===== src/rtl/fwd_hazard_unit_if.sv =====
// ID-stage instruction fields, pipeline control and hazard/forwarding results
// exchanged between the pipeline (master) and the hazard unit (slave).
interface fwd_hazard_unit_if;
  logic       id_valid;
  logic [4:0] id_rs;
  logic [4:0] id_rt;
  logic       id_use_rs;
  logic       id_use_rt;
  logic       id_wr;
  logic [4:0] id_dst;
  logic       id_load;
  logic       id_md;
  logic       id_md_div;
  logic       id_rhl;
  logic       hold;
  logic       flush;
  logic       stall;
  logic [1:0] ex_rs_sel;
  logic [1:0] ex_rt_sel;
  logic       md_busy;

  modport master (
    output id_valid, id_rs, id_rt, id_use_rs, id_use_rt, id_wr, id_dst,
           id_load, id_md, id_md_div, id_rhl, hold, flush,
    input  stall, ex_rs_sel, ex_rt_sel, md_busy
  );

  modport slave (
    input  id_valid, id_rs, id_rt, id_use_rs, id_use_rt, id_wr, id_dst,
           id_load, id_md, id_md_div, id_rhl, hold, flush,
    output stall, ex_rs_sel, ex_rt_sel, md_busy
  );
endinterface


===== src/rtl/fwd_hazard_unit.sv =====
// Forwarding-select and load-use / HI-LO interlock unit for a pipeline with
// EX, MEM1, MEM2 and WB stages; loads are only forwardable from WB.
module fwd_hazard_unit #(
  parameter int unsigned MUL_CYCLES = 4,
  parameter int unsigned DIV_CYCLES = 32
) (
  input logic              clk,
  input logic              rst_n,
  fwd_hazard_unit_if.slave hz
);

  typedef struct packed {
    logic       valid;
    logic       wr;
    logic [4:0] dst;
    logic       load;
  } rec_t;

  typedef struct packed {
    rec_t       p;
    logic [4:0] rs;
    logic [4:0] rt;
    logic       use_rs;
    logic       use_rt;
  } ex_rec_t;

  ex_rec_t    ex_q, ex_d;
  rec_t       mem1_q, mem1_d;
  rec_t       mem2_q, mem2_d;
  rec_t       wb_q, wb_d;
  logic [5:0] md_cnt_q, md_cnt_d;
  logic       stall_s;
  logic       md_busy_s;
  logic       md_issue_s;

  function automatic logic produces(input rec_t p, input logic [4:0] r);
    return p.valid & p.wr & (p.dst != 5'd0) & (p.dst == r);
  endfunction

  function automatic logic [1:0] fwd_sel(input logic use_r, input logic [4:0] r,
                                         input rec_t m1, input rec_t m2, input rec_t wb);
    logic [1:0] sel;
    if (!use_r)               sel = 2'b00;
    else if (produces(m1, r)) sel = 2'b01;
    else if (produces(m2, r)) sel = 2'b10;
    else if (produces(wb, r)) sel = 2'b11;
    else                      sel = 2'b00;
    return sel;
  endfunction

  // A younger ALU write of the same register shadows an older load.
  function automatic logic load_wait(input logic use_r, input logic [4:0] r,
                                     input rec_t ex, input rec_t m1);
    logic w;
    if (!use_r)               w = 1'b0;
    else if (produces(ex, r)) w = ex.load;
    else if (produces(m1, r)) w = m1.load;
    else                      w = 1'b0;
    return w;
  endfunction

  assign md_busy_s  = (md_cnt_q != 6'd0);
  assign stall_s    = hz.id_valid &
                      (load_wait(hz.id_use_rs, hz.id_rs, ex_q.p, mem1_q) |
                       load_wait(hz.id_use_rt, hz.id_rt, ex_q.p, mem1_q) |
                       ((hz.id_md | hz.id_rhl) & md_busy_s));
  assign md_issue_s = hz.id_md & hz.id_valid & ~stall_s & ~hz.hold & ~hz.flush;

  assign hz.stall     = stall_s;
  assign hz.md_busy   = md_busy_s;
  assign hz.ex_rs_sel = fwd_sel(ex_q.use_rs, ex_q.rs, mem1_q, mem2_q, wb_q);
  assign hz.ex_rt_sel = fwd_sel(ex_q.use_rt, ex_q.rt, mem1_q, mem2_q, wb_q);

  // Stage record advance, freeze and flush.
  always_comb begin
    ex_d   = ex_q;
    mem1_d = mem1_q;
    mem2_d = mem2_q;
    wb_d   = wb_q;
    if (hz.flush) begin
      ex_d   = '0;
      mem1_d = '0;
      if (!hz.hold) begin
        mem2_d = mem1_q;
        wb_d   = mem2_q;
      end else begin
        mem2_d = mem2_q;
        wb_d   = wb_q;
      end
    end else if (!hz.hold) begin
      wb_d   = mem2_q;
      mem2_d = mem1_q;
      mem1_d = ex_q.p;
      if (hz.id_valid && !stall_s) begin
        ex_d.p.valid = 1'b1;
        ex_d.p.wr    = hz.id_wr;
        ex_d.p.dst   = hz.id_dst;
        ex_d.p.load  = hz.id_load;
        ex_d.rs      = hz.id_rs;
        ex_d.rt      = hz.id_rt;
        ex_d.use_rs  = hz.id_use_rs;
        ex_d.use_rt  = hz.id_use_rt;
      end else begin
        ex_d = '0;
      end
    end else begin
      ex_d = ex_q;
    end
  end

  // HI/LO busy countdown; keeps running through hold and flush.
  always_comb begin
    md_cnt_d = md_cnt_q;
    if (md_issue_s) begin
      md_cnt_d = hz.id_md_div ? 6'(DIV_CYCLES) : 6'(MUL_CYCLES);
    end else if (md_cnt_q != 6'd0) begin
      md_cnt_d = md_cnt_q - 6'd1;
    end else begin
      md_cnt_d = 6'd0;
    end
  end

  // State registers.
  always_ff @(posedge clk or negedge rst_n) begin
    if (!rst_n) begin
      ex_q     <= '0;
      mem1_q   <= '0;
      mem2_q   <= '0;
      wb_q     <= '0;
      md_cnt_q <= 6'd0;
    end else begin
      ex_q     <= ex_d;
      mem1_q   <= mem1_d;
      mem2_q   <= mem2_d;
      wb_q     <= wb_d;
      md_cnt_q <= md_cnt_d;
    end
  end

endmodule


===== src/flat_wrapper.sv =====
// flat-port wrapper written by rule: the top's interface ports become plain ports
module fwd_hazard_unit_flat 
#(
  parameter int unsigned MUL_CYCLES = 4,
  parameter int unsigned DIV_CYCLES = 32
)
  (clk, rst_n, hz_id_valid, hz_id_rs, hz_id_rt, hz_id_use_rs, hz_id_use_rt, hz_id_wr, hz_id_dst, hz_id_load, hz_id_md, hz_id_md_div, hz_id_rhl, hz_hold, hz_flush, hz_stall, hz_ex_rs_sel, hz_ex_rt_sel, hz_md_busy);
  fwd_hazard_unit_if hz_i ();
  input logic clk;
  input logic rst_n;
  input wire logic [$bits(hz_i.id_valid)-1:0] hz_id_valid;
  input wire logic [$bits(hz_i.id_rs)-1:0] hz_id_rs;
  input wire logic [$bits(hz_i.id_rt)-1:0] hz_id_rt;
  input wire logic [$bits(hz_i.id_use_rs)-1:0] hz_id_use_rs;
  input wire logic [$bits(hz_i.id_use_rt)-1:0] hz_id_use_rt;
  input wire logic [$bits(hz_i.id_wr)-1:0] hz_id_wr;
  input wire logic [$bits(hz_i.id_dst)-1:0] hz_id_dst;
  input wire logic [$bits(hz_i.id_load)-1:0] hz_id_load;
  input wire logic [$bits(hz_i.id_md)-1:0] hz_id_md;
  input wire logic [$bits(hz_i.id_md_div)-1:0] hz_id_md_div;
  input wire logic [$bits(hz_i.id_rhl)-1:0] hz_id_rhl;
  input wire logic [$bits(hz_i.hold)-1:0] hz_hold;
  input wire logic [$bits(hz_i.flush)-1:0] hz_flush;
  output wire logic [$bits(hz_i.stall)-1:0] hz_stall;
  output wire logic [$bits(hz_i.ex_rs_sel)-1:0] hz_ex_rs_sel;
  output wire logic [$bits(hz_i.ex_rt_sel)-1:0] hz_ex_rt_sel;
  output wire logic [$bits(hz_i.md_busy)-1:0] hz_md_busy;
  assign hz_i.id_valid = hz_id_valid;
  assign hz_i.id_rs = hz_id_rs;
  assign hz_i.id_rt = hz_id_rt;
  assign hz_i.id_use_rs = hz_id_use_rs;
  assign hz_i.id_use_rt = hz_id_use_rt;
  assign hz_i.id_wr = hz_id_wr;
  assign hz_i.id_dst = hz_id_dst;
  assign hz_i.id_load = hz_id_load;
  assign hz_i.id_md = hz_id_md;
  assign hz_i.id_md_div = hz_id_md_div;
  assign hz_i.id_rhl = hz_id_rhl;
  assign hz_i.hold = hz_hold;
  assign hz_i.flush = hz_flush;
  assign hz_stall = hz_i.stall;
  assign hz_ex_rs_sel = hz_i.ex_rs_sel;
  assign hz_ex_rt_sel = hz_i.ex_rt_sel;
  assign hz_md_busy = hz_i.md_busy;
  fwd_hazard_unit #(.MUL_CYCLES(MUL_CYCLES), .DIV_CYCLES(DIV_CYCLES)) u_core (.clk(clk), .rst_n(rst_n), .hz(hz_i));
endmodule

===== config.mk =====
export PLATFORM = sky130hd
export DESIGN_NAME = fwd_hazard_unit_flat
export DESIGN_NICKNAME = d
export VERILOG_FILES = /design/src/rtl/fwd_hazard_unit_if.sv /design/src/rtl/fwd_hazard_unit.sv /design/src/flat_wrapper.sv
export SDC_FILE = /design/constraint.sdc
export NUM_CORES = 1
export LEC_CHECK = 0
export ABC_AREA = 1
export CAP_MARGIN = 10
export CORE_MARGIN = 4
export CORE_UTILIZATION = 40
export CTS_BUF_LIST = sky130_fd_sc_hd__clkbuf_8
export CTS_CLUSTER_SIZE = 40
export DETAILED_ROUTE_END_ITERATION = 10
export SYNTH_ARGS = -nofsm -noshare
export SYNTH_HDL_FRONTEND = slang
export SYNTH_SLANG_ARGS = --single-unit

===== constraint.sdc =====
create_clock -name clk -period 3.25 [get_ports clk]
set_input_delay 0.975 -clock clk [delete_from_list [all_inputs] [get_ports clk]]
set_output_delay 0.975 -clock clk [all_outputs]
set_load 0.01 [all_outputs]

==> metrics.yaml <==
timing.final.max_slew_violations: 0
final_hold_viol_count: 0
synth_edf_count: 0
placed_cell_area_um2: 3370
dp_worst_setup_slack_ps: -611
buffer_ports.inserted: 32
syn-instance-count: 388
final.setup.worst_slack_ps: 154
post_route_cells_drive_above_1_share: 0.154
cts.clk_slew.worst_paths_ps: 90
drt-total-wl_um: 7290
num_antenna_cells: 0
worstPathCellList: "clkdlybuf4s15_2, inv_2, nand2_1, nand2_1, nand3_2, nor2_4, nand3_1, nand3_1, nand2_1, o21ai_1, inv_1, buf_2"
max_slew_margin: 0.510
rsz0062_at_grt: "no"
grtUsageMet3: 0.0317
antenna_found_initial: 0
timing.critical_path.fanout_max: 4
finalSetupTns_ps: 0
worst_clock_skew_ps: 5.56
ys_ff_latch: 48
grt_pass1_vias: 2547
yosysTopAreaCell: "dfrtp_1"
grt.met2_usage: 0.301
cts_tree: "built"
post-route-drc-count: 0
dpl.hpwl_um: 5480
yosysTopAreaCellShare: 0.421
number_of_iterations_in_the_first_detailed_routing_pass: 4
via_count: 2585
cts.sink_count: 48
timing_worst_slew_pin_value_ps: 735
vdd.ir_drop.worst_uv: 253
result_of_the_run: "finished, final reports clean"
die_y_um: 92.5
stage_delay_of_the_slowest_cell_on_the_critical_path_ps: 220
power.leakage_nw: 1.82
ys_async_rst_share: 1.00
synth.cell_area_um2: 2850
fmaxAchievable_mhz: 323
setup_viol: 0
die_width_um: 92.5
top_level_ports: 33
max-clock-path-buffers: 2
core_um2: 6870
final_util: 0.506
power.total_mw: 1.46
min-delay-start: "u_core.wb_q[7]$_DFFE_PN0N_"
post_drt_wl_per_cell_um: 13.8
fin_nets: 461
critPathCaptureType: "output pin"
grt_first_pass_wirelength_um: 12100
worstPathBufferInverterCount: 4
routed_via_density: 4.88
netlist_top_cells_area: "dfrtp_1, nand2_1, xor2_1, nand4_1, inv_1"
post_cts_hold_buffer_count: 0
yosysMostFrequentCell: "nand2_1"
worst_path_dominant_cell_family: "simple AND/OR/NAND/NOR gates"
yosysSeqAreaShare: 0.421
crit_top_cell: "nand2_1"
ys_warn_count: 0
floorplan.initialDensity: 0.415
placement_rows: 30
clock_tree.root_cell: "clkbuf_8"
postRouteAntennaNets: 0
gp_congestion: 0.898
drt-initial-drc-count: 144
max-cap-violations: 0
final_min_period_over_clock_period: 0.953
post_synth_num_cell_types: 24
instances_no_fill: 530
arrival_ps: 2120
htree_num_levels: 2
hold_class: "reg2reg"
criticalPathCategory: "in2out"
synth.cells.most_frequent: "nand2_1, dfrtp_1, inv_1, nand4_1, o21ai_0"
final_area_um2: 3480
timing.hold.ws_ps: 493
cts-buffers-inserted: 5
skew_pair_late_insertion_delay_ps: 310
kind_of_start_point_of_the_critical_path: "primary input"
gr-usage-met1: 0.236
area_growth_pct: 21.9
period_minus_slack_ps: 3100
pwr_density_cell_nw_per_um2: 419
gr-total-overflow: 0
synth.net_count: 416
ys.flop_type: "dfrtp_1"
critical_path_required_ps: 2270
postSynthAreaPerCell_um2: 7.36
global_route.peak_usage_layer: "met2"
dp_cells: 521
grtUsageTotal: 0.179
worst_r2r_startpoint: "u_core.md_cnt_q[0]$_DFF_PN0_"
worst_setup_path_startpoint: "hz_id_rt[0]"
design.die.area_um2: 8550
critical_path.slowest_cell: "clkdlybuf4s15_2"
pin_count_of_the_biggest_net_entering_global_routing: 40
timing repair:
action	CTS	global route
endpoints found under the hold margin	0	0
gates resized for setup	26	26
pin swaps	3	3
setup buffers	1	0
setup endpoints to repair	3	4
layer usage:
layer  share of wire  up-vias
li1                -     1320
met1            0.45     1187
met2            0.48       69
met3           0.054        9
met4           0.016        0
met5               0        -
cells by family after synthesis:
| family | after synthesis | share of synthesized area |
|---|---|---|
| adders and majority gates | 1 | 0.00438 |
| buffers and inverters | 61 | 0.0881 |
| and+or+nand+nor | 205 | 0.311 |
| DFF | 48 | 0.421 |
| AOI/OAI and AO/OA | 39 | 0.0710 |
| xor gates and xnor gates | 34 | 0.104 |
sequential cells by signal (all words and copies together), names as in the netlist:
name	cells
u_core.ex_q	20
u_core.mem1_q	8
u_core.wb_q	7
u_core.md_cnt_q	6
u_core.mem2_q	7
power breakdown:
part / leakage, nW / switching [mW] / total [mW] / internal [mW]
clock network: 0.0479 / 0.217 / 0.368 / 0.151
logic: 1.13 / 0.206 / 0.368 / 0.162
registers: 0.641 / 0.0595 / 0.720 / 0.660
total: 1.82 / 0.483 / 1.46 / 0.973
placed cells by master, fill, tap and decap left out, types with 3 or more instances in the layout:
cell,Yosys,final
a21oi_1,10,9
nand3_1,16,15
buf_4,0,19
nor4_2,0,3
nor2_2,4,4
nor3_1,5,4
nand2_1,126,125
nor2_1,23,22
xor2_1,20,20
clkbuf_8,0,5
clkbuf_2,0,5
o21ai_1,2,3
nand4_1,25,25
clkdlybuf4s50_1,0,18
o21ai_0,24,23
buf_2,6,3
inv_2,8,12
inv_1,38,34
xnor2_1,14,14
dfrtp_1,48,46
final timing paths:
kind                       depth (start not counted)                      endpoint  slack [ps]
hold reg to reg                                    2    u_core.wb_q[7]$_DFFE_PN0N_         490
min in group asynchronous                          1  u_core.mem2_q[1]$_DFFE_PN0N_         720
setup / recovery                                  12                      hz_stall         150
hold / removal                                     2    u_core.wb_q[7]$_DFFE_PN0N_         490
setup reg to reg                                  14    u_core.ex_q[0]$_DFFE_PN0P_        1170
max in group asynchronous                          2  u_core.mem1_q[2]$_DFFE_PN0P_        1910
tightest hold or removal path: cells and delay by family, from the launching register on:
family | cells | cell delay (ps)
AND/OR/NAND/NOR | 2 | 110
flip-flops | 1 | 360
layout make-up:
type | instances | area (µm²)
clock inverters | 3 | 18.8
clock buffers | 5 | 68.8
inverters | 47 | 176
fillers | 706 | 3390
well taps | 96 | 120
repair buffers | 52 | 447
flip-flops and latches | 48 | 1200
multi-input cells | 279 | 1440
Power figures use the tool's default switching activity.
